[config.mk]
export PLATFORM = sky130hd
export DESIGN_NAME = instruction_fetch_flat
export DESIGN_NICKNAME = d
export VERILOG_FILES = /design/src/rtl/instruction_fetch_if.sv /design/src/rtl/instruction_fetch.sv /design/src/flat_wrapper.sv
export SDC_FILE = /design/constraint.sdc
export NUM_CORES = 1
export LEC_CHECK = 0
export ABC_AREA = 1
export CAP_MARGIN = 15
export CORE_AREA = 2 2 156 158
export DETAILED_ROUTE_END_ITERATION = 7
export DIE_AREA = 0 0 158 160
export PLACE_DENSITY = 0.78
export SYNTH_ARGS = -nofsm -noshare
export SYNTH_HDL_FRONTEND = slang
export SYNTH_SLANG_ARGS = --single-unit
[constraint.sdc]
create_clock -name clk -period 2.8 [get_ports clk]
set_input_delay 0.56 -clock clk [delete_from_list [all_inputs] [get_ports clk]]
set_output_delay 0.56 -clock clk [all_outputs]
set_load 0.005 [all_outputs]
[src/rtl/instruction_fetch_if.sv]
// Instruction-memory request/response bus between the fetch stage (master)
// and the instruction memory (slave). Each request is held with its address
// until it is accepted by imem_gnt. The instruction comes back later with
// imem_rvalid.
interface instruction_fetch_if #(
  parameter int unsigned BUS_DATA_WIDTH = 64,
  parameter int unsigned BUS_INST_WIDTH = 32
);
  logic                      imem_req;
  logic [BUS_DATA_WIDTH-1:0] imem_addr;
  logic                      imem_gnt;
  logic                      imem_rvalid;
  logic [BUS_INST_WIDTH-1:0] imem_rdata;

  // Fetch-stage side
  modport master (
    output imem_req,
    output imem_addr,
    input  imem_gnt,
    input  imem_rvalid,
    input  imem_rdata
  );

  // Instruction-memory side
  modport slave (
    input  imem_req,
    input  imem_addr,
    output imem_gnt,
    output imem_rvalid,
    output imem_rdata
  );
endinterface

[src/rtl/instruction_fetch.sv]
// instruction_fetch: the fetch stage in front of instruction_decode.
// - Holds the PC and issues one instruction read at a time on the imem bus.
// - Presents inst and out_PCplus4 to decode with the if_write/id_read handshake.
// - A back-end freeze (stall | executebusy | membusy) only holds an instruction
//   that is already in HOLD.
// - A br_valid redirect squashes any in-flight or held instruction.
// Optional build macro IF_ALIGN_CHECK_EN adds the sticky if_misaligned output.
// A redirect to a target that is not word-aligned sets if_misaligned and parks
// the stage in FETCH with no request.
module instruction_fetch #(
  parameter int unsigned               BUS_DATA_WIDTH = 64,
  parameter int unsigned               BUS_INST_WIDTH = 32,
  parameter logic [BUS_DATA_WIDTH-1:0] RESET_PC       = '0
) (
  input  logic                      clk,
  input  logic                      reset,
  instruction_fetch_if.master       imem,
  output logic [BUS_INST_WIDTH-1:0] inst,
  output logic [BUS_DATA_WIDTH-1:0] out_PCplus4,
  output logic                      if_write,
  input  logic                      id_read,
  input  logic                      stall,
  input  logic                      executebusy,
  input  logic                      membusy,
  input  logic                      br_valid,
`ifdef IF_ALIGN_CHECK_EN
  input  logic [BUS_DATA_WIDTH-1:0] br_target,
  output logic                      if_misaligned
`else
  input  logic [BUS_DATA_WIDTH-1:0] br_target
`endif
);

  typedef enum logic [1:0] {
    ST_FETCH = 2'd0,  // request outstanding or about to be issued
    ST_WAIT  = 2'd1,  // request granted, waiting for the instruction
    ST_HOLD  = 2'd2,  // instruction presented to decode
    ST_DROP  = 2'd3   // squashed request in flight; discard its response
  } state_e;

  state_e                    state_q;
  logic [BUS_DATA_WIDTH-1:0] pc_q;
  logic                      imem_req_q;
  logic [BUS_DATA_WIDTH-1:0] imem_addr_q;
  logic [BUS_INST_WIDTH-1:0] inst_q;
  logic [BUS_DATA_WIDTH-1:0] pcplus4_q;
  logic                      if_write_q;

  logic                      freeze;
  logic [BUS_DATA_WIDTH-1:0] pc_redir;
  logic [BUS_DATA_WIDTH-1:0] pc_inc;
  logic                      can_issue;

  assign freeze   = stall | executebusy | membusy;
  // Holds the PC that the next request uses, with any redirect this cycle applied.
  assign pc_redir = br_valid ? br_target : pc_q;
  // The PC increment wraps silently at the top of the address space.
  assign pc_inc   = pc_q + BUS_DATA_WIDTH'(4);

`ifdef IF_ALIGN_CHECK_EN
  logic misaligned_q;
  logic br_misaligned;

  assign br_misaligned = br_valid && (br_target[1:0] != 2'b00);
  // The flag is checked in the same cycle as the redirect, so the squash parks
  // the stage immediately.
  assign can_issue     = !(misaligned_q || br_misaligned);
  assign if_misaligned = misaligned_q;

  // Sticky misalignment flag, cleared only by reset
  always_ff @(posedge clk or negedge reset) begin
    if (!reset) begin
      misaligned_q <= 1'b0;
    end else if (br_misaligned) begin
      misaligned_q <= 1'b1;
    end
  end
`else
  assign can_issue = 1'b1;
`endif

  // Fetch FSM: PC, the memory request and the decode-side outputs are all registered
  always_ff @(posedge clk or negedge reset) begin
    if (!reset) begin
      state_q     <= ST_FETCH;
      pc_q        <= RESET_PC;
      imem_req_q  <= 1'b0;
      imem_addr_q <= '0;
      inst_q      <= '0;
      pcplus4_q   <= '0;
      if_write_q  <= 1'b0;
    end else begin
      unique case (state_q)
        ST_FETCH: begin
          if (br_valid) begin
            pc_q <= br_target;
            if (imem_req_q && imem.imem_gnt) begin
              // The old request was accepted and cannot be withdrawn.
              // Its response must be swallowed.
              imem_req_q <= 1'b0;
              state_q    <= ST_DROP;
            end else begin
              imem_req_q  <= can_issue;
              imem_addr_q <= br_target;
            end
          end else if (!imem_req_q) begin
            // Issue a request, for example the first one after reset.
            if (can_issue) begin
              imem_req_q  <= 1'b1;
              imem_addr_q <= pc_q;
            end
          end else if (imem.imem_gnt) begin
            imem_req_q <= 1'b0;
            state_q    <= ST_WAIT;
          end
        end

        ST_WAIT: begin
          if (br_valid) begin
            pc_q <= br_target;
            if (imem.imem_rvalid) begin
              // The stale response arrives now and is discarded.
              // Refetch from the target at once.
              imem_req_q  <= can_issue;
              imem_addr_q <= br_target;
              state_q     <= ST_FETCH;
            end else begin
              state_q <= ST_DROP;
            end
          end else if (imem.imem_rvalid) begin
            inst_q     <= imem.imem_rdata;
            pcplus4_q  <= pc_inc;
            pc_q       <= pc_inc;
            if_write_q <= 1'b1;
            state_q    <= ST_HOLD;
          end
        end

        ST_HOLD: begin
          if (br_valid) begin
            pc_q        <= br_target;
            if_write_q  <= 1'b0;
            imem_req_q  <= can_issue;
            imem_addr_q <= br_target;
            state_q     <= ST_FETCH;
          end else if (id_read && !freeze) begin
            // Going straight into FETCH with the request raised sustains
            // one instruction every three cycles.
            if_write_q  <= 1'b0;
            imem_req_q  <= can_issue;
            imem_addr_q <= pc_q;
            state_q     <= ST_FETCH;
          end
        end

        ST_DROP: begin
          if (br_valid) begin
            pc_q <= br_target;
          end
          if (imem.imem_rvalid) begin
            imem_req_q  <= can_issue;
            imem_addr_q <= pc_redir;
            state_q     <= ST_FETCH;
          end
        end

        default: begin
          state_q <= ST_FETCH;
        end
      endcase
    end
  end

  assign imem.imem_req  = imem_req_q;
  assign imem.imem_addr = imem_addr_q;
  assign inst           = inst_q;
  assign out_PCplus4    = pcplus4_q;
  assign if_write       = if_write_q;

endmodule
[src/flat_wrapper.sv]
// flat-port wrapper written by rule: the top's interface ports become plain ports
module instruction_fetch_flat 
#(
  parameter int unsigned               BUS_DATA_WIDTH = 64,
  parameter int unsigned               BUS_INST_WIDTH = 32,
  parameter logic [BUS_DATA_WIDTH-1:0] RESET_PC       = '0
)
  (clk, reset, inst, out_PCplus4, if_write, id_read, stall, executebusy, membusy, br_valid, br_target, imem_imem_req, imem_imem_addr, imem_imem_gnt, imem_imem_rvalid, imem_imem_rdata);
  instruction_fetch_if #(.BUS_DATA_WIDTH(BUS_DATA_WIDTH), .BUS_INST_WIDTH(BUS_INST_WIDTH)) imem_i ();
  input  logic clk;
  input  logic reset;
  output logic [BUS_INST_WIDTH-1:0] inst;
  output logic [BUS_DATA_WIDTH-1:0] out_PCplus4;
  output logic if_write;
  input  logic id_read;
  input  logic stall;
  input  logic executebusy;
  input  logic membusy;
  input  logic br_valid;
  input  logic [BUS_DATA_WIDTH-1:0] br_target;
  output wire logic [$bits(imem_i.imem_req)-1:0] imem_imem_req;
  output wire logic [$bits(imem_i.imem_addr)-1:0] imem_imem_addr;
  input wire logic [$bits(imem_i.imem_gnt)-1:0] imem_imem_gnt;
  input wire logic [$bits(imem_i.imem_rvalid)-1:0] imem_imem_rvalid;
  input wire logic [$bits(imem_i.imem_rdata)-1:0] imem_imem_rdata;
  assign imem_imem_req = imem_i.imem_req;
  assign imem_imem_addr = imem_i.imem_addr;
  assign imem_i.imem_gnt = imem_imem_gnt;
  assign imem_i.imem_rvalid = imem_imem_rvalid;
  assign imem_i.imem_rdata = imem_imem_rdata;
  instruction_fetch #(.BUS_DATA_WIDTH(BUS_DATA_WIDTH), .BUS_INST_WIDTH(BUS_INST_WIDTH), .RESET_PC(RESET_PC)) u_core (.clk(clk), .reset(reset), .imem(imem_i), .inst(inst), .out_PCplus4(out_PCplus4), .if_write(if_write), .id_read(id_read), .stall(stall), .executebusy(executebusy), .membusy(membusy), .br_valid(br_valid), .br_target(br_target));
endmodule
# Word-level counts from Yosys, hierarchy flattened
# Cells that the tools add are included.
op_classes:
  n_addsub: 1
  n_eq_ne: 14
  reduce_logical: 11
  bitwise: 3
  mux: 38
ops:
  columns: ["op", "n"]
  rows:
  - ["64-bit two-way mux", 11]
  - ["64-bit one-hot mux with 4 select lines", 1]
  - ["64-bit one-hot mux with 2 select lines", 1]
  - ["64-bit by 3-bit adder with 64-bit output (second input constant)", 1]
  - ["2-bit two-way mux", 10]
  - ["1-bit two-way mux", 12]
  - ["3-bit != test (second input constant)", 4]
  - ["6-bit AND reduction", 2]
  - ["3-bit by 2-bit != test with 1-bit output (second input constant)", 3]
  - ["2-bit != test (second input constant)", 4]
  - ["2-bit one-hot mux with 4 select lines", 1]
  - ["2-bit == test (second input constant)", 2]
  - ["1-bit one-hot mux with 4 select lines", 1]
  - ["4-bit AND reduction", 1]
  - ["3-bit AND reduction", 1]
  - ["3-bit OR reduction", 1]
  - ["2-bit by 1-bit == test with 1-bit output (second input constant)", 1]
  - ["1-bit logical AND", 2]
  - ["2-bit logical NOT", 1]
  - ["1-bit bitwise OR", 2]
  - ["1-bit one-hot mux with 2 select lines", 1]
  - ["2-bit AND reduction", 1]
  - ["2-bit nonzero test", 1]
  - ["1-bit logical NOT", 1]
  - ["1-bit inverter", 1]
word_totals:
  ff_bits: 228
  word_cells: 74
  inputBits: 105

# Depth between registers and ports, before layout
logic_depth:
  ltp_word: 7
  mapped_depth: 12
  depth_no_buf: 11

# Worst setup path after synthesis
# No wires, ideal clock.
synth_timing:
  path_kind: "input port to flip-flop"
  startpoint: "input port executebusy"
  endpoint: "register u_core.imem_addr_q[10] (netlist: u_core.imem.imem_addr[10])"
  setup_ns: 0.130
  arrival_ns: 1.540
  t_required_ns: 2.670
  slack_ns: 1.130
  cell_stages: 8
  path_buffers: 2
  cell_sequence: "nor3_1 > nand2_1 > nand3_1 > nand2_1 > a21oi_1 > buf_4 > clkbuf_1 > o21ai_0"
synth_between:
  elab_chain_len: 6
synth_lines:
  columns: ["element", "line", "text"]
  rows:
  - ["start: declaration", "flat_wrapper.sv:17", "input logic executebusy;"]
  - ["1-bit bitwise OR (2 in series)", "instruction_fetch.sv:54", "assign freeze = stall | executebusy | membusy;"]
  - ["1-bit logical NOT", "instruction_fetch.sv:146", "end else if (id_read && !freeze) begin"]
  - ["1-bit logical AND", "instruction_fetch.sv:146", null]
  - ["3-bit by 2-bit != test with 1-bit output (no source line)", null, null]
  - ["6-bit AND reduction (no source line)", null, null]
  - ["end signal: assignment", "instruction_fetch.sv:144", "imem_addr_q <= br_target;"]
  - ["end signal: assignment", "instruction_fetch.sv:151", "imem_addr_q <= pc_q;"]
  - ["end signal: assignment", "instruction_fetch.sv:162", "imem_addr_q <= pc_redir;"]
  - ["end: declaration", "instruction_fetch.sv:44", "logic [BUS_DATA_WIDTH-1:0] imem_addr_q;"]
# No other way between the ends.
# A chain may end at the register's enable or synchronous reset.

# Worst setup path after layout
layout_timing:
  startpoint: "register u_core.pc_q[2]"
  endpoint: "register u_core.pcplus4_q[62] (netlist: u_core.out_PCplus4[62])"
layout_between:
  elab_chain_len: 1
layout_lines:
  columns: ["element", "line", "text"]
  rows:
  - ["start: declaration", "instruction_fetch.sv:42", "logic [BUS_DATA_WIDTH-1:0] pc_q;"]
  - ["start signal: assignment", "instruction_fetch.sv:96", "pc_q <= br_target;"]
  - ["start signal: assignment", "instruction_fetch.sv:120", "pc_q <= br_target;"]
  - ["start signal: assignment", "instruction_fetch.sv:133", "pc_q <= pc_inc;"]
  - ["64-bit by 3-bit adder with 64-bit output", "instruction_fetch.sv:58", "assign pc_inc = pc_q + BUS_DATA_WIDTH'(4);"]
  - ["end signal: assignment", "instruction_fetch.sv:132", "pcplus4_q <= pc_inc;"]
  - ["end: declaration", "instruction_fetch.sv:46", "logic [BUS_DATA_WIDTH-1:0] pcplus4_q;"]
# No other way between the ends.

==> flow_metrics.py <==
metrics = {
    "detailed_routing": {
        "drt-pass1-iter-count": 5,
        "viasPerCell": 5.26,
        "first_iter_violations": 946,
        "drt_wl_total_um": 38700,
        "drcViolationCount": 0,
        "ant_nets": 0,
        "avgRoutedWirePerCell_um": 17.7,
        "vias": 11489,
    },
    "worst_setup_path": {
        "worstReg2RegStart": "u_core.pc_q[2]",
        "cpMostUsedCell": "nand2_1",
        "criticalPathCategory": "flip-flop to flip-flop",
        "path_delay_family": "simple AND/OR/NAND/NOR gates",
        "crit_required_ns": 3.21,
        "crit_chain": "ha_1 > nand2_1 > nor2_2 > nand2_1 > nor2_2 > nand2_1 > o21ai_0 > nand2_1 > nand2_1 > nand2_1",
        "cp-end-kind": "flip-flop",
        "path_buf_inv": 0,
        "cpPeakStageDelay_ns": 0.41,
        "cpMaxStageDelayCell": "nor2_2",
        "path_max_fanout": 6,
        "cp-startpoint": "u_core.pc_q[2]",
        "critPathLaunchType": "flip-flop",
        "crit_arrival_ns": 2.79,
    },
    "logic_synthesis": {
        "synth.cell_area_mm2": 0.0116,
        "synth_fa_ha_area_share_pct": 0.107,
        "syn_inst": 1590,
        "synthMuxAreaShare_pct": 0,
        "synth_top_area_share_pct": 49.0,
        "synth-compound-area-share_pct": 13.0,
        "synth_fp_nets": 1696,
        "synth_xor_area_share_pct": 1.66,
        "yosys_warnings": 0,
        "synth_top_family_by_area": "simple AND/OR/NAND/NOR gates",
        "synth.area.top_cells": "dfrtp_1 49%, nand2_1 19%, nor2_1 5.7%, inv_1 5.3%, o21ai_0 4.6%",
        "synth_top_cell_by_area": "dfrtp_1",
        "seq_area_frac_synth_pct": 49.0,
        "avgSynthCellArea_um2": 7.32,
        "ys_seq_elements": 228,
        "synth_simple_gate_area_share_pct": 28.1,
        "synth.distinct_cells": 31,
    },
    "timing": {
        "hold_violations": 0,
        "finalCritPeriodShare_pct": 84.7,
        "worst_slew_pin_slew_ns": 0.661,
        "fmax_ghz": 0.422,
        "setup_tns_ns": 0,
        "drv_slew": 0,
        "whs_ns": 0.469,
        "fin_skew_ns": 0.0112,
        "finalSetupViolations": 0,
        "relSlewSlack_pct": 55.9,
        "rsz0062_at_grt": "no",
        "period_needed_ns": 2.37,
    },
    "placement": {
        "dp_hpwl_um": 28400,
        "dp.cells": 2139,
        "portBuffers": 266,
        "routabilityCongestion": 0.976,
    },
    "global_route": {
        "use_met2_pct": 48.7,
        "grt_overflow": 0,
        "grt_usage_pct": 30.7,
        "grt_pass1_vias": 11160,
        "grt_pass1_wl_um": 60700,
        "antenna_found_initial": 0,
        "use_met3_pct": 5.94,
        "use_met1_pct": 43.8,
        "grt_max_degree": 69,
        "grt_busiest_layer": "met2",
    },
    "layout": {
        "utilization_pct": 65.2,
        "diodes": 0,
        "stdcell_count": 2183,
        "syn_to_final_growth_pct": 33.4,
        "fin_nets": 1949,
        "drive_gt1_share_pct": 4.36,
    },
    "cts": {
        "cts_tree": "built",
        "cts_root_buf": "clkbuf_16",
        "cts-buffers-inserted": 25,
        "clk_latency_ns": 0.53,
        "clkSinkCount": 228,
        "htreeDepth": 1,
        "path_clk_slew_ns": 0.06,
        "clockBufferDepth": 3,
        "cts_resized": 0,
    },
    "power": {
        "leakage_nw": 7.48,
        "ir_worst_vdd_uv": 680,
        "p_per_area_mw_per_mm2": 1100,
        "finalPower_w": 0.0171,
    },
    "run": {
        "cap_violations": 0,
    },
    "status": {
        "outcome": "complete, no violations",
    },
    "floorplanning": {
        "die_y_um": 160,
        "io_pins": 267,
        "num_rows": 57,
        "start_util_pct": 48.9,
        "core_mm2": 0.0238,
        "die_area_mm2": 0.0253,
        "fp.dieW_um": 158,
    },
    "hold_path": {
        "hp-class": "flip-flop to flip-flop",
        "hold_path_startpoint": "u_core.inst[24]",
    },
}
final cells by class:
cell class	instances	area, um2
fillers	2125	8290
flip-flops and latches	228	5710
multi-input cells	1123	5010
repair buffers	297	2990
clock buffers	35	693
inverters	168	632
well taps	324	405
clock inverters	8	93.8
what timing repair did:
| item | 4_1_cts | 5_1_grt |
|---|---|---|
| endpoints found under the hold margin | 43 | 0 |
| buffers inserted | 0 | 0 |
| hold buffers | 1 | 0 |
cell families (layout without fill, tap and decap cells):
logic type	count (synthesis)	after routing
flops	228	228
simple gates	841	841
compound gates	259	259
xor+xnor	22	22
fa+ha+maj	1	1
buf+inv	239	508
sequential cells by signal, indices dropped and copies added, names as in the netlist:
signal                 flops
u_core.imem.imem_addr     64
u_core.out_PCplus4        64
u_core.pc_q               64
u_core.inst               32
u_core.state_q             2
u_core.if_write            1
u_core.imem.imem_req       1
per-layer routing:
layer / up-vias / part of all wire, %
met2: 471 / 46
met3: 70 / 7.7
li1: 5526 / -
met5: - / 0
met4: 0 / 2.5
met1: 5422 / 43
placed cells by master (no fill, tap or decap), types with 9 or more instances in the layout:
| master | instances |
|---|---|
| dfrtp_1 | 228 |
| xor2_1 | 22 |
| o21ai_0 | 106 |
| o22ai_1 | 16 |
| a21oi_1 | 46 |
| inv_1 | 163 |
| nand2_1 | 602 |
| nand3_1 | 42 |
| clkdlybuf4s50_1 | 265 |
| buf_4 | 23 |
| a32oi_1 | 12 |
| a22oi_1 | 26 |
| nor2_1 | 176 |
| o21a_1 | 9 |
| clkbuf_16 | 25 |
| a31oi_1 | 24 |
path summary, 6_finish.rpt:
kind,endpoint,slack [ns],depth (start not counted)
setup / recovery,u_core.out_PCplus4[62],0.43,10
hold / removal,u_core.inst[24],0.47,2
setup reg to reg,u_core.out_PCplus4[62],0.43,10
hold reg to reg,u_core.inst[24],0.47,2
max in group asynchronous,u_core.pc_q[2],1.50,3
min in group asynchronous,u_core.out_PCplus4[46],0.54,2
cells in the mapped netlist:
| library cell | n |
|---|---|
| buf_2 | 28 |
| nor2_2 | 4 |
| xor2_1 | 22 |
| a22oi_1 | 26 |
| o21bai_1 | 6 |
| nand2_2 | 1 |
| clkinv_1 | 1 |
| o21ai_1 | 7 |
| nand4_1 | 8 |
| nor3_1 | 3 |
| inv_2 | 4 |
| a21oi_1 | 47 |
| dfrtp_1 | 228 |
| o21a_1 | 9 |
| o221ai_1 | 3 |
| buf_1 | 6 |
| nand3_1 | 42 |
| clkbuf_2 | 3 |
| buf_4 | 3 |
| o21ai_0 | 106 |
| nor2_4 | 3 |
| ha_1 | 1 |
| inv_1 | 163 |
| and2_0 | 1 |
| o211ai_1 | 3 |
| clkbuf_1 | 31 |
| o22ai_1 | 16 |
| nor2_1 | 176 |
| nand2_1 | 603 |
| a31oi_1 | 24 |
| a32oi_1 | 12 |
through the flow:
| step | cell area [um2] | setup slack (ns) |
|---|---|---|
| 6_report | 15500 | 0.428 |
| 5_1_grt | 15500 | 0.321 |
| 4_1_cts | 15500 | 0.512 |
| 3_5_place_dp | 14700 | 0.245 |
| 3_3_place_gp | 14700 | 0.309 |
| 2_1_floorplan | 11600 | 1.13 |
worst register-to-register path: cells and delay by family (launching register included):
family	cells	cell delay (ns)
compound gates	1	0.26
fa+ha+maj	1	0.20
flops	1	0.39
simple gates	8	1.42
report_power, final:
group	total, W	leakage, nW	internal, W	switching, W
sequential	0.00629	2.76	0.00492	0.00137
combinational	0.00756	4.33	0.00361	0.00396
clock	0.00326	0.390	0.00190	0.00136
total	0.0171	7.48	0.0104	0.00668
Note: power is estimated with default switching activity, not from simulation.
==> variant: new RTL, config.mk and constraints unchanged <==
`BUS_INST_WIDTH` is set to 32 in 3 places; all go to 28.
--- a/src/rtl/instruction_fetch_if.sv
+++ b/src/rtl/instruction_fetch_if.sv
@@ -6,3 +6,3 @@
   parameter int unsigned BUS_DATA_WIDTH = 64,
-  parameter int unsigned BUS_INST_WIDTH = 32
+  parameter int unsigned BUS_INST_WIDTH = 28
 );
--- a/src/rtl/instruction_fetch.sv
+++ b/src/rtl/instruction_fetch.sv
@@ -11,3 +11,3 @@
   parameter int unsigned               BUS_DATA_WIDTH = 64,
-  parameter int unsigned               BUS_INST_WIDTH = 32,
+  parameter int unsigned               BUS_INST_WIDTH = 28,
   parameter logic [BUS_DATA_WIDTH-1:0] RESET_PC       = '0
--- a/src/flat_wrapper.sv
+++ b/src/flat_wrapper.sv
@@ -4,3 +4,3 @@
   parameter int unsigned               BUS_DATA_WIDTH = 64,
-  parameter int unsigned               BUS_INST_WIDTH = 32,
+  parameter int unsigned               BUS_INST_WIDTH = 28,
   parameter logic [BUS_DATA_WIDTH-1:0] RESET_PC       = '0
Interface: changed (resized imem_imem_rdata and inst); port bits go from 267 to 259. No check against the original RTL was run, so the function may have changed too.
==> variant against the original RTL <==
  * Area after synthesis decreased by 0.49%
  * Final area decreased by 0.75%
  * Clock power increased by 2%
  * Via count increased by 2.7%
  * Wire length increased by 5.1%
  * Total power increased by 1.8%
  * Setup slack improved by 0.21 ns
  * Count of clock-buffer cells in the layout decreased by 2
  * Sequential cell count decreased by 4
  * Critical endpoint is now u_core.out_PCplus4[28]
  * Largest cell class unchanged
  * Highest routed layer unchanged
==> variant: results <==
{
  "power_density_nw_per_um2": 1130,
  "place_ws_ns": 0.230,
  "nNetsFinal": 1918,
  "crit_fanout": 5,
  "post-dp-hpwl_mm": 30.7,
  "met1_usage_pct": 48.4,
  "finalClockSkew_ns": 0.0171,
  "synth_xor_xnor_area_share_pct": 1.36,
  "dpl-instance-area_um2": 14600,
  "wl_per_cell_um": 18.8,
  "portBuffers": 258,
  "place_inst": 2112,
  "synth_area_leaders": "dfrtp_1 48%, nand2_1 20%, nor2_1 6.2%, o21ai_0 3.5%, inv_1 2.8%",
  "grt_pass1_wl_mm": 62.9,
  "synthAdderAreaFrac_pct": 0.108,
  "leakage_nw": 7.35,
  "seqPwrFrac_pct": 35.7,
  "peakVddDrop_v": 0.000713,
  "grt_use_total_pct": 32.0,
  "drtIter0Drc": 1048,
  "grt_max_degree": 83,
  "met3_usage_pct": 5.37,
  "synth_cells": 1574,
  "met3_length_mm": 3.72,
  "syn-num-nets": 1676,
  "wl_met2_mm": 17.7,
  "drt_wl_total_mm": 40.6,
  "synth.mux.area_fraction_pct": 0.173,
  "ys_types": 35,
  "synth_compound_area_share_pct": 13.0,
  "via_per_inst": 5.47,
  "yosysSeqAreaShare_pct": 48.4,
  "final_layout_size_suffix_gt1_share_pct": 5.73,
  "grt_pass1_vias": 11508,
  "status": "finished, final reports clean",
  "hp-start": "u_core.inst[4]",
  "power_switching_share_pct": 40.1,
  "worst_pin_slew_ns": 0.588
}
## variant: cell type report
cell class,count,area (um^2)
multi-input cells,1180,5280
fillers,2117,8410
clock buffers,33,706
well taps,324,405
flip-flops and latches,224,5610
clock inverters,12,116
repair buffers,293,2950
inverters,92,349
## variant: worst paths after layout
check / end / cells past startpoint / slack, ns
hold / removal: u_core.inst[4] / 2 / 0.47
setup / recovery: u_core.out_PCplus4[28] / 9 / 0.63
min in group asynchronous: u_core.inst[27] / 2 / 0.58
setup reg to reg: u_core.out_PCplus4[28] / 9 / 0.63
hold reg to reg: u_core.inst[4] / 2 / 0.47
max in group asynchronous: u_core.imem.imem_addr[32] / 3 / 1.40
## variant: critical path, cell delays in order, from the launching register on
cell and delay (ns):
dfrtp_1 0.48, ha_1 0.21, nand2_1 0.09, nor2_2 0.16, nand2_2 0.14, nor2_2 0.25
nand2_1 0.24, xor2_1 0.20, nand2_1 0.19, nand2_1 0.08
